### src/rtl/instr_mem_pipelined_if.sv
// instr_mem_pipelined_if: fetch, hazard-control and program-load signals of the instruction memory
interface instr_mem_pipelined_if #(
   parameter int WORD_WIDTH = 32,
   parameter int ADDR_WIDTH = 32
);
   logic                  req;
   logic [ADDR_WIDTH-1:0] addr;
   logic                  stall;
   logic                  flush;
   logic                  ready;
   logic [WORD_WIDTH-1:0] instruction;
   logic                  inst_valid;
   logic                  addr_err;
   logic                  prog_we;
   logic [ADDR_WIDTH-1:0] prog_addr;
   logic [WORD_WIDTH-1:0] prog_data;
   modport master (
      output req, addr, stall, flush, prog_we, prog_addr, prog_data,
      input  ready, instruction, inst_valid, addr_err
   );
   modport slave (
      input  req, addr, stall, flush, prog_we, prog_addr, prog_data,
      output ready, instruction, inst_valid, addr_err
   );
endinterface

### src/rtl/instr_mem_pipelined.sv
// instr_mem_pipelined: programmable instruction RAM with a stallable, flushable read pipeline
module instr_mem_pipelined #(
   parameter int                    WORD_WIDTH = 32,
   parameter int                    ADDR_WIDTH = 32,
   parameter int                    DEPTH      = 64,
   parameter int                    LATENCY    = 1,
   parameter logic [WORD_WIDTH-1:0] NOP_WORD   = '0
) (
   input logic                  clk,
   input logic                  rst,
   instr_mem_pipelined_if.slave bus
);
   localparam int IW = $clog2(DEPTH);
   logic [WORD_WIDTH-1:0] mem [DEPTH];
   logic [LATENCY-1:0]    valid_q, valid_d, err_q, err_d;
   logic [WORD_WIDTH-1:0] data_q [LATENCY];
   logic [WORD_WIDTH-1:0] data_d [LATENCY];
   logic [IW-1:0]         rd_idx, wr_idx;
   logic                  rd_ok, wr_ok, wr_en, accept;
   logic [WORD_WIDTH-1:0] rd_word;
   logic                  unused;
   assign unused = ^bus.prog_addr[1:0];
   assign bus.ready       = ~bus.stall & ~rst;
   assign bus.instruction = data_q[LATENCY-1];
   assign bus.inst_valid  = valid_q[LATENCY-1];
   assign bus.addr_err    = valid_q[LATENCY-1] & err_q[LATENCY-1];
   always_comb begin
      rd_idx  = bus.addr[IW+1:2];
      wr_idx  = bus.prog_addr[IW+1:2];
      rd_ok   = (bus.addr[ADDR_WIDTH-1:IW+2] == '0) && (bus.addr[1:0] == 2'b00);
      wr_ok   = bus.prog_addr[ADDR_WIDTH-1:IW+2] == '0;
      wr_en   = bus.prog_we & ~rst & wr_ok;
      accept  = bus.req & bus.ready & ~bus.flush;
      // write-first: a same-cycle program write to the fetched word wins
      rd_word = !rd_ok ? NOP_WORD : (wr_en && wr_idx == rd_idx) ? bus.prog_data : mem[rd_idx];
      valid_d = valid_q;
      err_d   = err_q;
      data_d  = data_q;
      if (bus.flush) begin
         valid_d = '0;
      end else if (!bus.stall) begin
         valid_d[0] = accept;
         if (accept) begin
            data_d[0] = rd_word;
            err_d[0]  = ~rd_ok;
         end
         // bubbles carry no data, so the output word holds until the next valid fetch
         for (int i = 1; i < LATENCY; i++) begin
            valid_d[i] = valid_q[i-1];
            if (valid_q[i-1]) begin
               data_d[i] = data_q[i-1];
               err_d[i]  = err_q[i-1];
            end
         end
      end
   end
   always_ff @(posedge clk) begin
      if (rst) begin
         valid_q <= '0;
         err_q   <= '0;
         data_q  <= '{default: '0};
      end else begin
         valid_q <= valid_d;
         err_q   <= err_d;
         data_q  <= data_d;
      end
   end
   always_ff @(posedge clk) begin
      if (wr_en) mem[wr_idx] <= bus.prog_data;
   end
endmodule

### src/flat_wrapper.sv
// flat-port wrapper written by rule: the top's interface ports become plain ports
module instr_mem_pipelined_flat 
#(
   parameter int                    WORD_WIDTH = 32,
   parameter int                    ADDR_WIDTH = 32,
   parameter int                    DEPTH      = 64,
   parameter int                    LATENCY    = 1,
   parameter logic [WORD_WIDTH-1:0] NOP_WORD   = '0
)
  (clk, rst, bus_req, bus_addr, bus_stall, bus_flush, bus_prog_we, bus_prog_addr, bus_prog_data, bus_ready, bus_instruction, bus_inst_valid, bus_addr_err);
  instr_mem_pipelined_if #(.WORD_WIDTH(WORD_WIDTH), .ADDR_WIDTH(ADDR_WIDTH)) bus_i ();
  input logic clk;
  input logic rst;
  input wire logic [$bits(bus_i.req)-1:0] bus_req;
  input wire logic [$bits(bus_i.addr)-1:0] bus_addr;
  input wire logic [$bits(bus_i.stall)-1:0] bus_stall;
  input wire logic [$bits(bus_i.flush)-1:0] bus_flush;
  input wire logic [$bits(bus_i.prog_we)-1:0] bus_prog_we;
  input wire logic [$bits(bus_i.prog_addr)-1:0] bus_prog_addr;
  input wire logic [$bits(bus_i.prog_data)-1:0] bus_prog_data;
  output wire logic [$bits(bus_i.ready)-1:0] bus_ready;
  output wire logic [$bits(bus_i.instruction)-1:0] bus_instruction;
  output wire logic [$bits(bus_i.inst_valid)-1:0] bus_inst_valid;
  output wire logic [$bits(bus_i.addr_err)-1:0] bus_addr_err;
  assign bus_i.req = bus_req;
  assign bus_i.addr = bus_addr;
  assign bus_i.stall = bus_stall;
  assign bus_i.flush = bus_flush;
  assign bus_i.prog_we = bus_prog_we;
  assign bus_i.prog_addr = bus_prog_addr;
  assign bus_i.prog_data = bus_prog_data;
  assign bus_ready = bus_i.ready;
  assign bus_instruction = bus_i.instruction;
  assign bus_inst_valid = bus_i.inst_valid;
  assign bus_addr_err = bus_i.addr_err;
  instr_mem_pipelined #(.WORD_WIDTH(WORD_WIDTH), .ADDR_WIDTH(ADDR_WIDTH), .DEPTH(DEPTH), .LATENCY(LATENCY), .NOP_WORD(NOP_WORD)) u_core (.clk(clk), .rst(rst), .bus(bus_i));
endmodule
### config.mk
export PLATFORM = sky130hd
export DESIGN_NAME = instr_mem_pipelined_flat
export DESIGN_NICKNAME = d
export VERILOG_FILES = /design/src/rtl/instr_mem_pipelined_if.sv /design/src/rtl/instr_mem_pipelined.sv /design/src/flat_wrapper.sv
export SDC_FILE = /design/constraint.sdc
export NUM_CORES = 2
export LEC_CHECK = 0
export BUFFER_PORTS_ARGS = -buffer_cell sky130_fd_sc_hd__buf_2
export CAP_MARGIN = 10
export CORE_MARGIN = 3
export CORE_UTILIZATION = 55
export CTS_CLUSTER_SIZE = 12
export DETAILED_ROUTE_END_ITERATION = 10
export PLACE_DENSITY = 0.71
export SETUP_SLACK_MARGIN = 0.5
export SLEW_MARGIN = 20
export SYNTH_ARGS = -nofsm -noshare
export SYNTH_HDL_FRONTEND = slang
export SYNTH_SLANG_ARGS = --single-unit
### constraint.sdc
create_clock -name clk -period 4.2 [get_ports clk]
set_input_delay 0.63 -clock clk [delete_from_list [all_inputs] [get_ports clk]]
set_output_delay 0.63 -clock clk [all_outputs]
set_load 0.03 [all_outputs]
==> results.txt <==
outcome: finished clean
Via-to-Cell Ratio: 6.80
WP data required: 4870 ps
CP Class: in2reg
LEAKAGE: 29.2 nW
fin util: 63.4%
worst slew pin tran: 1000 ps
GPL Wtd Cong: 0.823
Pre-antenna DRT Iters: 6
Netlist cell types: 67
top-level I/O count: 137
Worst EP arrival: 3600 ps
total CTS buffers: 203
Slew Limit Headroom: 33.0%
global-route wire length before repair: 308 mm
root buffer cell: clkbuf_16
antenna viol nets, final: 0
Critical Path End Type: register
Cell Rows: 139
Syn-to-layout area delta: 13.7%
Overall Power: 41.4 mW
post-synthesis sequential area ratio: 77.3%
CP max stage delay: 780 ps
clk sink count: 2082
EDFF count, synth: 2048
Tcrit/Tclk final: 69.8%
worst hold path class: in2reg
Yosys top cell by area: edfxtp_1
Post-CTS Resized: 0
Nets: 4263
Die X-Extent: 388 um
PD cells: 452 nW/um^2
slowest CP cell: nor3_1
max_cap viols: 0
share of layout cells above drive strength 1: 27.1%
GR Overflow Total: 0
vias in the first global route: 41600
Slew Limit Fails: 0
top post-synthesis cells by count: edfxtp_1, mux4_2, mux2i_1
count leader, synth: edfxtp_1
1st-iter DRT viols: 6565
dpl hpwl: 125 mm
clk_skew: 29.4 ps
Gate Count Post-Synth: 3775
register clock-pin slew on the reported worst setup and hold paths: 60 ps
CTS Hold Bufs: 1
RSZ-0062 raised after global routing: false
Total Wirelength: 218 mm
htree depth: 4
WL/cell: 35.1 um
I/O Buffers: 134
post-synthesis sequential element count: 2082
final setup violation count: 0
Die ar.: 151000 sq um
CTS tree: yes
Fin Hold WS: 129 ps
Core ar.: 144000 sq um
Synth top area share: 76.4%
Cell Chain, Critical Path: dlygate4sd3_1 -> buf_2 -> or4b_1 -> buf_4 -> nand2_1 -> o311ai_0 -> nor3_1 -> a221oi_1
fmax: 341 MHz
syn_nets: 3877
via count: 42200
DP Worst Slack: 688 ps
synth warn: 0
postcts setup bufs: 0
mapped cell area: 80500 sq um
CP max FO: 20
Most used DFF post-synth: edfxtp_1
Hold Fails Final Rpt: 0
pin count of the biggest net entering global routing: 66
Final Critical Period: 2930 ps
Synth Area per Inst: 21.3 sq um
Starting Density: 55.7%
startpoint types: input port
antenna violations before repair: 7
CTS Buffer Depth: 3
Setup TNS: 0 ps
total track usage: 29.0%
final worst slack: 1270 ps
Peak supply drop: 0.350 mV
Synth async-reset ratio: 0%
Die Y: 388 um
Skew-Pair Late Insertion Delay: 830 ps
top area cells in the synthesized netlist: edfxtp_1, mux4_2, mux2i_1
DRC viols: 0
## worst max-delay path: cells and delay by family
kind	cells	cell delay [ps]
AOI/OAI and AO/OA	2	340
buffers and inverters	3	990
and+or+nand+nor	3	1600
## per-layer routing
| layer | wire [um] | up-vias | track usage, % |
|---|---|---|---|
| met2 | 100000 | 2983 | 43.5 |
| li1 | - | 16700 | - |
| met5 | 25 | - | 0 |
| met4 | 7090 | 4 | 9.08 |
| met3 | 28200 | 442 | 8.48 |
| met1 | 82300 | 22100 | 41.8 |
## registers in the layout, indices dropped and copies added (netlist names)
register / cells
u_core.mem: 2048
u_core.bus.instruction: 32
u_core.bus.inst_valid: 1
u_core.err_q: 1
## final timing paths
check                           from                    endpoint  slack, ps  cells after the start
setup / recovery           bus_flush   u_core.bus.instruction[4]       1270                      8
hold / removal               bus_req       u_core.bus.inst_valid        130                      3
setup reg to reg  u_core.mem[11][17]  u_core.bus.instruction[17]       1790                      4
hold reg to reg         u_core.err_q                u_core.err_q        470                      2
## cells by family (layout without fill, tap and decap cells)
group / after synthesis / after routing / synth area share (%)
compound gates: 392 / 392 / 3.47
xor+xnor: 6 / 6 / 0.0653
buf+inv: 227 / 748 / 1.75
flops: 2082 / 2082 / 77.3
mux: 668 / 668 / 15.1
other cells: 0 / 7 / 0
simple gates: 400 / 400 / 2.29
## cell type report
class | count | area (sq um)
Inverter | 8 | 36.3
Clock inverter | 38 | 304
Sequential cell | 2082 | 62200
Clock buffer | 302 | 5580
Timing Repair Buffer | 400 | 3570
Tap cell | 1903 | 2380
Fill cell | 9566 | 52900
Antenna cell | 7 | 17.5
Multi-Input combinational cell | 1466 | 17400
## layout by cell type (no fill, tap or decap), types with 9 or more instances in the layout
| master | Yosys | final |
|---|---|---|
| nor2_1 | 109 | 41 |
| a21oi_1 | 52 | 52 |
| a221oi_1 | 74 | 74 |
| nand3_1 | 25 | 25 |
| nor3_1 | 32 | 32 |
| edfxtp_1 | 2048 | 2048 |
| and3_1 | 12 | 12 |
| a211oi_1 | 17 | 17 |
| o22ai_1 | 13 | 13 |
| mux4_2 | 439 | 439 |
| nor2_4 | 0 | 66 |
| o21ai_0 | 72 | 72 |
| o2111ai_1 | 9 | 9 |
| nor2b_1 | 11 | 9 |
| clkbuf_1 | 70 | 88 |
| clkbuf_8 | 0 | 9 |
| buf_4 | 26 | 211 |
| nand4_1 | 10 | 10 |
| a221o_1 | 10 | 10 |
| clkbuf_16 | 0 | 205 |
| a31oi_1 | 15 | 15 |
| dfxtp_1 | 34 | 34 |
| mux2i_1 | 223 | 223 |
| nand2_1 | 141 | 141 |
| nand2b_1 | 12 | 12 |
| clkinv_2 | 0 | 11 |
| a22oi_1 | 66 | 66 |
| clkinv_1 | 1 | 16 |
| nor4_1 | 20 | 20 |
| buf_12 | 0 | 67 |
| buf_2 | 57 | 118 |
| o31ai_1 | 9 | 9 |
## metrics by stage
step           cells  cell area [sq um]
2_1_floorplan   3775              80500
3_3_place_gp    5858              85500
3_5_place_dp    5858              85500
4_1_cts         6199              91400
5_1_grt         6201              91500
6_report        6206              91500
## power by group
part	switching (mW)	internal, mW
Clock	7.36	9.13
Sequential	0.000408	22.8
Combinational	1.33	0.736
Total	8.69	32.7
Note: power is estimated with default switching activity, not from simulation.
